File: config.mk
export PLATFORM = sky130hd
export DESIGN_NAME = rxcver_fifo_param
export DESIGN_NICKNAME = d
export VERILOG_FILES = /design/src/rtl/rxfifo_pkg.sv /design/src/rtl/rxfifo_timeout_ctr.sv /design/src/rtl/rxcver_fifo_param.sv
export SDC_FILE = /design/constraint.sdc
export NUM_CORES = 1
export LEC_CHECK = 0
export CORE_MARGIN = 2
export CORE_UTILIZATION = 55
export DETAILED_ROUTE_END_ITERATION = 12
export PLACE_DENSITY_LB_ADDON = 0.05
export SKIP_CTS_REPAIR_TIMING = 1
export SLEW_MARGIN = 0
export SYNTH_ARGS = -nofsm -noshare
export SYNTH_HDL_FRONTEND = slang
export SYNTH_SLANG_ARGS = --single-unit
File: constraint.sdc
create_clock -name Clock -period 6.76 [get_ports Clock]
set_input_delay 0.676 -clock Clock [delete_from_list [all_inputs] [get_ports Clock]]
set_output_delay 0.676 -clock Clock [all_outputs]
set_load 0.03 [all_outputs]
File: src/rtl/rxfifo_pkg.sv
// Shared constants and helpers for the UART receive FIFO.
package rxfifo_pkg;

  localparam int unsigned DEF_DATA_WIDTH = 8;
  localparam int unsigned DEF_ERR_WIDTH  = 3;
  localparam int unsigned DEF_DEPTH      = 16;
  localparam int unsigned DEF_TO_TICKS   = 40;

  // Entry layout: {char, err}, error sideband in the low bits
  localparam int unsigned ERR_LSB  = 0;
  localparam int unsigned CHAR_LSB = ERR_LSB + DEF_ERR_WIDTH;

  function automatic int unsigned clog2(input int unsigned v);
    int unsigned r;
    r = 0;
    for (int unsigned i = 0; i < 32; i++) begin
      if ((32'd1 << i) < v) r = i + 1;
    end
    return r;
  endfunction

endpackage

File: src/rtl/rxfifo_timeout_ctr.sv
// Character-timeout counter: counts bit-time ticks while data waits unread.
module rxfifo_timeout_ctr
  import rxfifo_pkg::*;
#(
  parameter int unsigned TO_TICKS = DEF_TO_TICKS
) (
  input  logic Clock,
  input  logic Reset,
  input  logic Tick,
  input  logic Clear,
  output logic Timeout
);

  localparam int unsigned CW = clog2(TO_TICKS + 1);

  logic [CW-1:0] cnt;

  always_ff @(posedge Clock or negedge Reset) begin
    if (!Reset) begin
      cnt <= '0;
    end else if (Clear) begin
      cnt <= '0;
    end else if (Tick && (cnt != CW'(TO_TICKS))) begin
      cnt <= cnt + 1'b1;
    end
  end

  assign Timeout = (cnt == CW'(TO_TICKS));

endmodule

File: src/rtl/rxcver_fifo_param.sv
// Parametrised UART receive FIFO with error sideband, fill count and status flags.
// Optional character timeout built when RXCVER_FIFO_TIMEOUT_EN is defined.
module rxcver_fifo_param
  import rxfifo_pkg::*;
#(
  parameter int unsigned DATA_WIDTH = DEF_DATA_WIDTH,
  parameter int unsigned ERR_WIDTH  = DEF_ERR_WIDTH,
  parameter int unsigned DEPTH      = DEF_DEPTH,
  parameter int unsigned TO_TICKS   = DEF_TO_TICKS,
  localparam int unsigned AW        = clog2(DEPTH)
) (
  input  logic                            Clock,
  input  logic                            Reset,
  input  logic [DATA_WIDTH+ERR_WIDTH-1:0] Data,
  input  logic                            WrEn,
  input  logic                            RdEn,
  input  logic                            Flush,
  input  logic                            ClrOverrun,
  input  logic [AW:0]                     AfullThresh,
  input  logic [AW:0]                     AemptyThresh,
  input  logic                            TimeoutTick,
  output logic [DATA_WIDTH-1:0]           Q,
  output logic [ERR_WIDTH-1:0]            Q_error,
  output logic [AW:0]                     Count,
  output logic                            Empty,
  output logic                            Full,
  output logic                            AlmostEmpty,
  output logic                            AlmostFull,
  output logic                            Overrun,
  output logic                            ErrInFifo,
  output logic                            Timeout
);

  localparam int unsigned EW       = DATA_WIDTH + ERR_WIDTH;
  localparam int unsigned CHAR_POS = ERR_LSB + ERR_WIDTH;

  logic [EW-1:0] mem [DEPTH];
  logic [AW:0]   wp, rp, err_cnt;
  logic [EW-1:0] head;
  logic          wr_ok, rd_ok, err_in, err_out, ovr_set;

  assign Count       = wp - rp;
  assign Empty       = (Count == '0);
  assign Full        = (Count == (AW+1)'(DEPTH));
  assign AlmostFull  = (Count >= AfullThresh);
  assign AlmostEmpty = (Count <= AemptyThresh);
  assign ErrInFifo   = (err_cnt != '0);

  // A full FIFO still accepts a write when the same cycle pops the head slot
  assign wr_ok   = WrEn && (!Full || RdEn);
  assign rd_ok   = RdEn && !Empty;
  assign ovr_set = WrEn && Full && !RdEn && !Flush;

  assign head    = mem[rp[AW-1:0]];
  assign Q       = Empty ? '0 : head[CHAR_POS +: DATA_WIDTH];
  assign Q_error = Empty ? '0 : head[ERR_LSB +: ERR_WIDTH];
  assign err_in  = |Data[ERR_LSB +: ERR_WIDTH];
  assign err_out = |Q_error;

  always_ff @(posedge Clock) begin
    if (wr_ok && !Flush) mem[wp[AW-1:0]] <= Data;
  end

  always_ff @(posedge Clock or negedge Reset) begin
    if (!Reset) begin
      wp      <= '0;
      rp      <= '0;
      err_cnt <= '0;
      Overrun <= 1'b0;
    end else begin
      if (Flush) begin
        wp      <= '0;
        rp      <= '0;
        err_cnt <= '0;
      end else begin
        wp <= wp + (AW+1)'(wr_ok);
        rp <= rp + (AW+1)'(rd_ok);
        if ((wr_ok && err_in) && !(rd_ok && err_out))
          err_cnt <= err_cnt + 1'b1;
        else if ((rd_ok && err_out) && !(wr_ok && err_in))
          err_cnt <= err_cnt - 1'b1;
      end
      if (ovr_set)
        Overrun <= 1'b1;
      else if (ClrOverrun || Flush)
        Overrun <= 1'b0;
    end
  end

`ifdef RXCVER_FIFO_TIMEOUT_EN
  rxfifo_timeout_ctr #(.TO_TICKS(TO_TICKS)) u_timeout (
    .Clock   (Clock),
    .Reset   (Reset),
    .Tick    (TimeoutTick),
    .Clear   (wr_ok || rd_ok || Flush || Empty),
    .Timeout (Timeout)
  );
`else
  logic unused_tick;
  assign unused_tick = TimeoutTick;
  assign Timeout     = 1'b0;
`endif

endmodule
[Yosys cells after proc, flatten, opt, wreduce, memory -nomap -nowiden]
Memories as Yosys holds them, arrays and structs flattened.
Cells that the tools add are included.
W data, S select, Z words.
Word-level totals
  flip-flop bits (word level): 16
  bits in latches: 0
  memory bits (writable): 176
  memory bits (read-only): 0
  input bits: 28
  memories kept: 1
Operators by class
  add/sub/neg operators: 5
  multiply operators: 0
  divide/modulo/power cells: 0
  $lt $le $gt $ge: 2
  equality and inequality tests: 1
  shift-type cells: 0
  muxes and demuxes: 11
  bitwise operators: 0
  reduce and logical (&&, ||, !) cells: 24
Memory list
  mem: words 16, bits a word 11, rd ports 1, clocked after Yosys merged registers in 0, write ports 1, line rxcver_fifo_param.sv:37  | logic [EW-1:0] mem [DEPTH];
Operators by type and width (count)
  $mux W5: 5
  $add A5 B1 Y5: 2
  $logic_and A1 B1 Y1: 10
  $mux W8: 1
  $logic_not A1 Y1: 6
  $reduce_or A3 Y1: 2
  $add A5 B1 Y5 const B: 1
  $eq A5 B5 Y1 const B: 1
  $ge A5 B5 Y1: 1
  $le A5 B5 Y1: 1
  $logic_not A5 Y1: 1
  $reduce_bool A5 Y1: 1
  $sub A5 B1 Y5 const B: 1
  $sub A5 B5 Y5: 1
  $mux W1: 4
  $mux W3: 1
  $reduce_bool A3 Y1: 1
  $logic_or A1 B1 Y1: 2
  $reduce_bool A2 Y1: 1

[Logic depth before layout (Yosys ltp)]
Gate-level depths: netlist of the first run.
  word-level depth: 11
  depth in mapped cells: 18

[Least setup slack after synthesis of the first run]
OpenSTA, ideal clock, no wires.
  path kind: reg2reg
  start point: register wp[1]
  end point: register err_cnt[4]
  setup time: 0.136 ns
  data arrival time: 4.203 ns
  data required time: 6.624 ns
  path slack: 2.420 ns
  cell stages (with the launch flop): 16
  buffers on the path: 2
  cells stage by stage: dfrtp_1 clkbuf_1 inv_1 fa_1 xnor2_1 and4bb_1 nor2_1 o311a_1 clkbuf_1 nand2_1 fa_1 a21o_1 a21oi_1 nor4_1 a221oi_1 nand3_1
Between the ends
  cells in the longest elaborated chain, start to end: 9
  elaborated cells between the ends (all ways): 19
RTL lines
  from (decl): line rxcver_fifo_param.sv:38  | logic [AW:0] wp, rp, err_cnt;
  from (signal assigned): line rxcver_fifo_param.sv:76  | wp <= wp + (AW+1)'(wr_ok);
  $sub A5 B5 Y5 (*): line rxcver_fifo_param.sv:42  | assign Count = wp - rp;
  net Count[2]: line rxcver_fifo_param.sv:24  | output logic [AW:0] Count,
  $logic_not A5 Y1 or $eq A5 B5 Y1 (tied branches): line rxcver_fifo_param.sv:43, rxcver_fifo_param.sv:44
  $mux W3, or another cell as far along: line rxcver_fifo_param.sv:56  | assign Q_error = Empty ? '0 : head[ERR_LSB +: ERR_WIDTH];
  $reduce_or A3 Y1, or another cell as far along: line rxcver_fifo_param.sv:58  | assign err_out = |Q_error;
  $logic_and A1 B1 Y1, on equally long branches: line rxcver_fifo_param.sv:78, rxcver_fifo_param.sv:80, rxcver_fifo_param.sv:50
  $logic_not A1 Y1 or $logic_and A1 B1 Y1 (tied branches): line rxcver_fifo_param.sv:78, rxcver_fifo_param.sv:80
  $logic_and A1 B1 Y1 or $logic_not A1 Y1 (tied branches): line rxcver_fifo_param.sv:78, rxcver_fifo_param.sv:80
  $mux W5 or $logic_and A1 B1 Y1 (tied branches): line rxcver_fifo_param.sv:78, rxcver_fifo_param.sv:80
  $mux W5 or $reduce_bool A3 Y1 (tied branches)
  to (signal assigned): line rxcver_fifo_param.sv:79  | err_cnt <= err_cnt + 1'b1;
  to (signal assigned): line rxcver_fifo_param.sv:81  | err_cnt <= err_cnt - 1'b1;
  to (decl): line rxcver_fifo_param.sv:38
Mark *: on every way through the listed nets, which the timed path passes. The rest lies on a longest branch.
A chain may end at the register's enable or synchronous reset.

[Worst setup path in the final report of the first run]
  start point: register rp[0]
  end point: register err_cnt[4]
Between the ends
  cells in the longest elaborated chain, start to end: 9
  elaborated cells between the ends (all ways): 20
RTL lines
  from (decl): line rxcver_fifo_param.sv:38
  from (signal assigned): line rxcver_fifo_param.sv:77  | rp <= rp + (AW+1)'(rd_ok);
  $sub A5 B5 Y5: line rxcver_fifo_param.sv:42
  $logic_not A5 Y1 or $eq A5 B5 Y1 (tied branches): line rxcver_fifo_param.sv:43, rxcver_fifo_param.sv:44
  $mux W3, or another cell as far along: line rxcver_fifo_param.sv:56
  $reduce_or A3 Y1, or another cell as far along: line rxcver_fifo_param.sv:58
  $logic_and A1 B1 Y1, on equally long branches: line rxcver_fifo_param.sv:78, rxcver_fifo_param.sv:80, rxcver_fifo_param.sv:50
  $logic_not A1 Y1 or $logic_and A1 B1 Y1 (tied branches): line rxcver_fifo_param.sv:78, rxcver_fifo_param.sv:80
  $logic_and A1 B1 Y1 or $logic_not A1 Y1 (tied branches): line rxcver_fifo_param.sv:78, rxcver_fifo_param.sv:80
  $mux W5 or $logic_and A1 B1 Y1 (tied branches): line rxcver_fifo_param.sv:78, rxcver_fifo_param.sv:80
  $mux W5 or $reduce_bool A3 Y1 (tied branches)
Several ways; a longest one is shown, not always the timed one.

==> results of run 1 <==
-- cell families (layout without fill, tap and decap cells) --
group / Yosys count / in the layout / share of synthesized area
AO/OA/AOI/OAI: 32 / 32 / 0.0292
adder cells (fa/ha/maj): 23 / 23 / 0.0364
multiplexers: 55 / 55 / 0.145
other: 1 / 1 / 0.000451
buffers and inverters: 40 / 116 / 0.0227
AND/OR/NAND/NOR: 108 / 108 / 0.0680
flip-flops: 192 / 192 / 0.683
XOR/XNOR: 13 / 13 / 0.0153
-- power by group through the flow --
| stage | sequential, mW | clock [mW] | combinational, mW |
|---|---|---|---|
| finish | 1.41 | 0.978 | 1.14 |
| global route | 1.42 | 1.04 | 1.24 |
| CTS | 1.42 | 0.995 | 1.15 |
| detailed placement | 1.44 | 0 | 1.15 |
| global placement | 1.44 | 0 | 1.13 |
| floorplan | 1.37 | 0 | 0.848 |
-- final cells by class --
class	instances	area, sq um	area share
clock buffer	17	425	0.0441
clock inverter	15	163	0.0168
inverter	20	75.1	0.00778
multi-input combinational	232	2470	0.256
sequential	192	5690	0.589
tap	184	230	0.0238
timing repair buffer	64	601	0.0622
-- synth_stat cells, drive strengths merged, types with 2 or more instances --
| cell | n | share of area |
|---|---|---|
| a2111oi | 2 | 0.0021 |
| a21o | 3 | 0.0027 |
| a21oi | 8 | 0.0048 |
| a221oi | 2 | 0.0021 |
| and2 | 8 | 0.0060 |
| buf | 10 | 0.0092 |
| clkbuf | 10 | 0.0045 |
| dfrtp | 16 | 0.048 |
| edfxtp | 176 | 0.64 |
| fa | 2 | 0.0048 |
| ha | 21 | 0.032 |
| inv | 20 | 0.0090 |
| mux2i | 2 | 0.0024 |
| mux4 | 52 | 0.14 |
| nand2 | 13 | 0.0059 |
| nand2b | 7 | 0.0053 |
| nand3 | 9 | 0.0054 |
| nand3b | 5 | 0.0045 |
| nand4b | 3 | 0.0032 |
| nor2 | 33 | 0.015 |
| nor2b | 9 | 0.0068 |
| nor3 | 11 | 0.0066 |
| nor4 | 3 | 0.0023 |
| o21ai | 4 | 0.0024 |
| o22ai | 5 | 0.0038 |
| o311ai | 3 | 0.0053 |
| or4 | 2 | 0.0018 |
| xnor2 | 5 | 0.0053 |
| xor2 | 7 | 0.0074 |
-- cell usage in the layout, fill, tap and decap left out, types with 4 or more instances in the layout --
master	count
clkdlybuf4s50_1	48
buf_4	16
nand3_1	9
nand2b_1	7
ha_1	21
inv_2	4
dfrtp_1	14
and2_1	8
clkbuf_16	17
mux4_2	52
nand3b_1	5
edfxtp_1	176
nor2_1	30
xor2_1	7
nor2b_1	9
xnor2_1	5
a21oi_1	8
nor3_1	7
o22ai_1	5
nor3_2	4
inv_1	16
inv_6	4
nand2_1	13
-- worst min-delay path, delay by kind of cell, from the launching register on --
kind | cells | cell delay, ns
AND/OR/NAND/NOR | 1 | 0.09
XOR/XNOR | 1 | 0.07
flip-flops | 1 | 0.38
-- path summary, 6_finish.rpt --
kind | start | end | cells past startpoint
min reg2reg | wp[4] | wp[4] | 2
min | wp[4] | wp[4] | 2
min in group asynchronous | Reset | err_cnt[2] | 1
max reg2reg | rp[0] | err_cnt[4] | 15
max in group asynchronous | Reset | rp[1] | 1
max | rp[0] | err_cnt[4] | 15
-- flip-flops by register name, indices dropped and copies added (netlist names) --
register,cells
Overrun,1
mem,176
wp,5
rp,5
err_cnt,5
-- per-layer routing --
metal,up-vias,global-route usage,share of wire
met2,122,0.368,0.51
met4,0,0.0789,0.017
met1,2281,0.304,0.42
met5,-,0,0
li1,1979,-,-
met3,19,0.0431,0.051
==> run metrics, run 1 <==
syn_nets between 500 and 600; Total Wirelength roughly 17000 um; dpl cells roughly 690; switching share of power 0.331; Final Wtd Congestion 0.771; vias in the first global route between 4000 and 5000; FP Rows 44; power share of the clock group 0.277; largest net degree at the start of global routing 42; Net Switching approximately 1.2 mW; H-tree levels 4; CP required 7.06 ns; worst hold slack 0.580 ns; Final Cycle Share 0.738; Core Region roughly 15000 sq um; cell family with most CP delay compound AO/OA/AOI/OAI gates; CP max stage delay roughly 0.7 ns; total track usage 0.223; Area growth syn-to-layout 16.0%; P per Cell Area ~370 nW/um^2; final number of hold-violating endpoints 0; Internal ~2.4 mW; die area 16100 sq um; drt pass-1 iters 5; synthesized area 8320 sq um; slew at the pin closest to its max-slew limit 1.04 ns; register area share after synthesis 0.683; Fin Setup TNS 0 ns; cells after synthesis about 460; power share of the sequential group 0.400; die width approximately 130 um; Lkg Pwr between 3 and 4 nW; grt total ovfl 0; Max Fclk 201 MHz; Syn Area/Cell approximately 18 sq um; initial DRC count between 300 and 400; Worst-path clk slew approximately 0.070 ns; total power approximately 3.5 mW; clock skew 0.0169 ns; commonest register cell after synthesis edfxtp_1; Setup WS pre-CTS between 1.5 and 2 ns; slew margin rel. 0.305; detailed-route DRC error count 0; Post-synth ARST share 0.0833; # Max-Cap Violations 0; HP Class reg -> reg; CP max stage cell dfrtp_2; IO Port Bufs between 40 and 50; critical path, cell by cell ha_1, fa_1, nand2b_1, a21oi_1, xor2_1, inv_2, o21ba_4, o311ai_4, nand2_1, fa_1, a21o_1, a21oi_1, a2111oi_0, a221oi_1, nand3_1; Starting Density 0.568; Clk Latency, worst-skew pair between 0.4 and 0.5 ns; worst setup path category reg -> reg; die height between 100 and 150 um; post-placement cell area ~9000 sq um; Clock Path Buffers 2; Antenna diodes 0; clock net sink count between 150 and 200; layout cells sized above 1 0.213; Num CTS Buffers 17; crit path launch type flop; Vias/cell between 6 and 7; routed vias between 4000 and 5000; worst vdd ir around 0.00023 V; post-route non-filler standard cell count 724; design area between 9000 and 10000 sq um; Combinational Power Share 0.323; minimum clock period around 5.0 ns; CTS tree built; WL/cell about 23 um; EDFF count, synth about 180; status finished clean; R2R Setup Slk roughly 1.8 ns; Worst EP arrival between 5 and 6 ns; Yosys cell types 49; CP bufs+invs 1; Final WS setup 1.77 ns; Ports 51; FF+latch count, synth 192; unrepaired setup endpoints after global routing false; Ys Warns 0; first-pass GRT wire length between 20000 and 30000 um; post-layout net count slightly below 600; fin. max-slew vios 0; maximum net fanout on the critical path 25; Fillers roughly 970; initial antenna violation count 0; Post-DP HPWL 10400 um; Worst Setup End Kind flop; # setup viols final 0; clock root cell clkbuf_16; Routed Antenna Nets 0; post-layout util 0.659
No activity file was read; power rests on OpenSTA's default activity.
==> inputs of run 2 (changes only) <==
==> constraint.sdc (replaced) <==
create_clock -name Clock -period 4.6 [get_ports Clock]
set_input_delay 0.46 -clock Clock [delete_from_list [all_inputs] [get_ports Clock]]
set_output_delay 0.46 -clock Clock [all_outputs]
set_load 0.03 [all_outputs]
==> run 2 against run 1 <==
Utilization grew 1.3 points. Clock skew down 0.0099 ns. First-iteration DRC count up 6.9%. Non-clock buffer count increased by 24. Cell area grew 2.0%. Clock-buffer cell count stayed put. Total power grew 48%. Clock power rose by 46%. Sequential power grew 41%. Critical path depth decreased by 5. Via count rose by 1.7%. Largest power group unchanged. Highest routed layer unchanged.
==> run metrics, run 2 (same netlist as run 1, synthesis figures left out) <==
R2R depth 16; worst vdd ir around 0.00036 V; Met1 Wirelength 7340 um; CP required 4.14 ns; most frequent cells in the layout edfxtp_1 (176), mux4_2 (52), clkdlybuf4s50_1 (47), buf_4 (39), nor2_1 (33); Clock Path Buffers 2; routed vias between 4000 and 5000; grt total ovfl 0; Post-DP HPWL ~11000 um; FP Rows 44; Clk Latency, worst-skew pair 0.43 ns; IO Port Bufs 48; WL/cell between 20 and 25 um; final number of hold-violating endpoints 0; Worst-path clk slew approximately 0.070 ns; Starting Density 0.568; minimum clock period 4.30 ns; detailed-route DRC error count 0; initial antenna violation count 0; Max Fclk roughly 230 MHz; met2 wire len approximately 8500 um; P per Cell Area ~530 nW/um^2; Final Wtd Congestion just under 0.8; Area growth syn-to-layout 18.4%; clock net sink count 192; worst setup path category reg -> out; total track usage 0.226; drt pass-1 iters 5; # setup viols final 0; first-pass GRT wire length approximately 26000 um; design area between 9000 and 10000 sq um; die width ~130 um; Total Wirelength around 17000 um; dpl cells 716; Ports just over 50; clock root cell clkbuf_16; met3 WL between 700 and 800 um; status finished clean; layout cells sized above 1 0.241; Max Used Layer met4; # Max-Cap Violations 0; Multi-input gate area between 2000 and 2500 sq um; FF+latch area 5690 sq um; R2R Setup Slk roughly 0.42 ns; initial DRC count 339; most common cell after layout, fill and taps aside edfxtp_1; die height 127 um; slew margin rel. 0.446; post-placement cell area ~9300 sq um; Num CTS Buffers 17; HP Class in -> async; crit path launch type flop; largest net degree at the start of global routing 46; Core Region ~15000 sq um; CTS tree built; Lkg Pwr around 3.4 nW; Routed Antenna Nets 0; Antenna diodes 0; post-layout net count 602; total power around 5.2 mW; post-route non-filler standard cell count between 700 and 800; vias in the first global route roughly 4600; slew at the pin closest to its max-slew limit just over 0.8 ns; Largest register FFs about 180; unrepaired setup endpoints after global routing false; die area 16100 sq um; Worst Setup End Kind output port; clock skew around 0.007 ns; Worst EP arrival between 3 and 4 ns; maximum net fanout on the critical path 8; fin. max-slew vios 0; Fin Setup TNS 0 ns; H-tree levels 4; Final Cycle Share 0.934; Fillers a little under 1000; Vias/cell between 5 and 6
run 2: cell count changes in the layout (fill, tap and decap cells not counted), moves of 2 or more:
| cell | previous run | this run |
|---|---|---|
| nor2_2 | 3 | 0 |
| nor2_1 | 30 | 33 |
| clkinvlp_4 | 2 | 0 |
| clkinv_4 | 1 | 3 |
| buf_4 | 16 | 39 |
run 2: metal layers:
| layer | vias to the layer above | track usage |
|---|---|---|
| met5 | - | 0 |
| met2 | 109 | 0.373 |
| met3 | 18 | 0.0498 |
| met1 | 2336 | 0.312 |
| met4 | 0 | 0.0569 |
| li1 | 2015 | - |
run 2: critical path: stages (launching register included):
cell and delay, ns:
dfrtp_1 0.54, inv_1 0.10, ha_1 0.23, fa_1 0.43, xnor2_2 0.29, and4bb_1 0.24, o21ai_1 0.32, buf_4 0.25
inv_2 0.08, nor3_1 0.22, clkdlybuf4s50_1 0.71
run 2: worst paths after layout:
path,start,endpoint
hold reg to reg,rp[4],rp[4]
max in group asynchronous,Reset,rp[0]
setup / recovery,wp[0],Q_error[2]
hold / removal,Reset,rp[4]
min in group Clock,rp[4],rp[4]
setup reg to reg,wp[0],err_cnt[4]
run 2: cell type report:
| type | count | area share |
|---|---|---|
| flip-flops and latches | 192 | 0.577 |
| multi-input cells | 232 | 0.251 |
| repair buffers | 88 | 0.0808 |
| clock buffers | 17 | 0.0432 |
| well taps | 184 | 0.0234 |
| clock inverters | 15 | 0.0166 |
| inverters | 20 | 0.00762 |
run 2: power by group:
part,leakage (nW),internal (mW),switching [mW]
combinational,1.34,0.837,0.981
sequential,1.80,1.95,0.0393
clock,0.288,0.731,0.699
run 2: stage by stage:
stage / utilization / worst slack, ns / hold slack, ns
finish: 0.673 / 0.302 / 0.505
global route: 0.673 / 0.0235 / 0.565
CTS: 0.672 / 0.134 / 0.522
detailed placement: 0.632 / 0.473 / 0.556
global placement: 0.632 / 0.590 / 0.548
floorplan: - / 0.260 / 0.164
==> inputs of run 3 (changes only) <==
--- a/config.mk
+++ b/config.mk
@@ -5,7 +5,6 @@
 export SDC_FILE = /design/constraint.sdc
 export NUM_CORES = 1
 export LEC_CHECK = 0
-export CORE_MARGIN = 2
 export CORE_UTILIZATION = 55
 export DETAILED_ROUTE_END_ITERATION = 12
 export PLACE_DENSITY_LB_ADDON = 0.05
==> run 3 against run 2 <==
The run now ends with DRC left. Fmax fell by 0.11%. Global-route usage up 1.5 points. Worst setup slack lost 0.0048 ns. Non-clock buffer count fell by 2. Clock power is 14% higher.
==> run metrics, run 3 (same netlist as run 1, synthesis figures left out) <==
status finished with violations; failing checks DRC; power share of the sequential group 0.367; # Max-Cap Violations 0; worst setup path category reg -> out; # setup viols final 0; Most Crowded Layer GR met2; crit path launch type flop; post-route non-filler standard cell count 746; HP Class in -> async; die width 125 um; P per Cell Area 547 nW/um^2; clock skew 0.00751 ns; Combinational Power Share 0.333; M3 GR Usage 0.0501; Area growth syn-to-layout 19.0%; FP Rows 44; drt pass-1 iters 10; Fin Setup TNS 0 ns; detailed-route DRC error count 18; initial antenna violation count 0; initial DRC count about 420; post-layout net count 600; clock net sink count around 190; final number of hold-violating endpoints 0; switching share of power 0.314; CTS tree built; vias in the first global route 4623; layout cells sized above 1 0.238; grt total ovfl 0; power share of the clock group 0.300; most common cell after layout, fill and taps aside edfxtp_1; worst vdd ir 0.000375 V; H-tree levels 4; Clk Latency, worst-skew pair between 0.4 and 0.5 ns; unrepaired setup endpoints after global routing false; maximum net fanout on the critical path 11; Post-DP HPWL about 11000 um; Num CTS Buffers 17; clock root cell clkbuf_16; Setup WS pre-CTS between 0.3 and 0.4 ns; slew margin rel. 0.423; Final WS setup between 0.2 and 0.3 ns; Net Switching about 1.7 mW; largest net degree at the start of global routing 39; Starting Density 0.568; R2R Setup Slk about 0.35 ns; Lkg Pwr between 3 and 4 nW; WL/cell 22.8 um; total power approximately 5.4 mW; routed vias approximately 4500; die height approximately 120 um; met2 usage 0.395; Antenna diodes 0; fin. max-slew vios 0; worst hold slack 0.522 ns; Ports slightly above 50; die area 15600 sq um; total track usage 0.240; Total Wirelength roughly 17000 um; Largest register FFs around 180; slew at the pin closest to its max-slew limit 0.863 ns; Final Wtd Congestion 0.801; minimum clock period roughly 4.3 ns; Final Cycle Share 0.935; M1 GR Usage 0.333; Clock Path Buffers 2; most frequent cells in the layout edfxtp_1 (176), mux4_2 (52), clkdlybuf4s50_1 (48), buf_4 (38), nor2_1 (33); first-pass GRT wire length roughly 27000 um; Worst Setup End Kind output port; Internal approximately 3.7 mW; Vias/cell about 6; Worst-path clk slew ~0.07 ns; IO Port Bufs 48; Core Region approximately 15000 sq um; Worst EP arrival 3.84 ns; CP required slightly above 4 ns; dpl cells about 700; Routed Antenna Nets 0; Max Fclk 232 MHz
## run 3: cell type report
type                    count  area, sq um
repair buffers             86          766
multi-input cells         232         2470
fillers                   993         4740
clock inverters            15          244
inverters                  20         75.1
well taps                 184          230
flip-flops and latches    192         5690
clock buffers              17          425
## run 3: stage by stage
| stage | cell area, sq um | util |
|---|---|---|
| 2_1_floorplan | 8320 | - |
| 3_3_place_gp | 9220 | 0.630 |
| 3_5_place_dp | 9220 | 0.630 |
| 4_1_cts | 9890 | 0.675 |
| 5_1_grt | 9900 | 0.676 |
| 6_report | 9900 | 0.676 |
## run 3: path summary, 6_finish.rpt
kind | depth (start not counted) | to | startpoint
max | 10 | Q_error[2] | wp[0]
min | 1 | rp[4] | Reset
max reg2reg | 16 | err_cnt[4] | wp[0]
min reg2reg | 2 | rp[4] | rp[4]
max in group asynchronous | 1 | rp[0] | Reset
min in group Clock | 2 | rp[4] | rp[4]
## run 3: worst max-delay path, cell delays in order, from the launching register on
cell             delay, ns
dfrtp_1               0.53
inv_1                 0.12
ha_1                  0.24
fa_1                  0.43
xnor2_2               0.29
and4bb_1              0.24
o21ai_1               0.24
buf_4                 0.28
inv_2                 0.10
nor3_1                0.23
clkdlybuf4s50_1       0.71
## run 3: power groups by stage
stage / Clock (mW) / Sequential, mW / Combinational [mW]
final: 1.63 / 1.99 / 1.80
after global routing: 1.72 / 1.99 / 1.95
after CTS: 1.65 / 1.99 / 1.82
after detailed placement: 0 / 2.03 / 1.81
after global placement: 0 / 2.02 / 1.78
after floorplan: 0 / 2.02 / 1.25
## run 3: layer usage
layer  vias to the layer above  share of wire
met5                         -              0
met4                         0          0.015
met3                        22          0.048
met2                       128           0.50
met1                      2319           0.44
li1                       2021              -
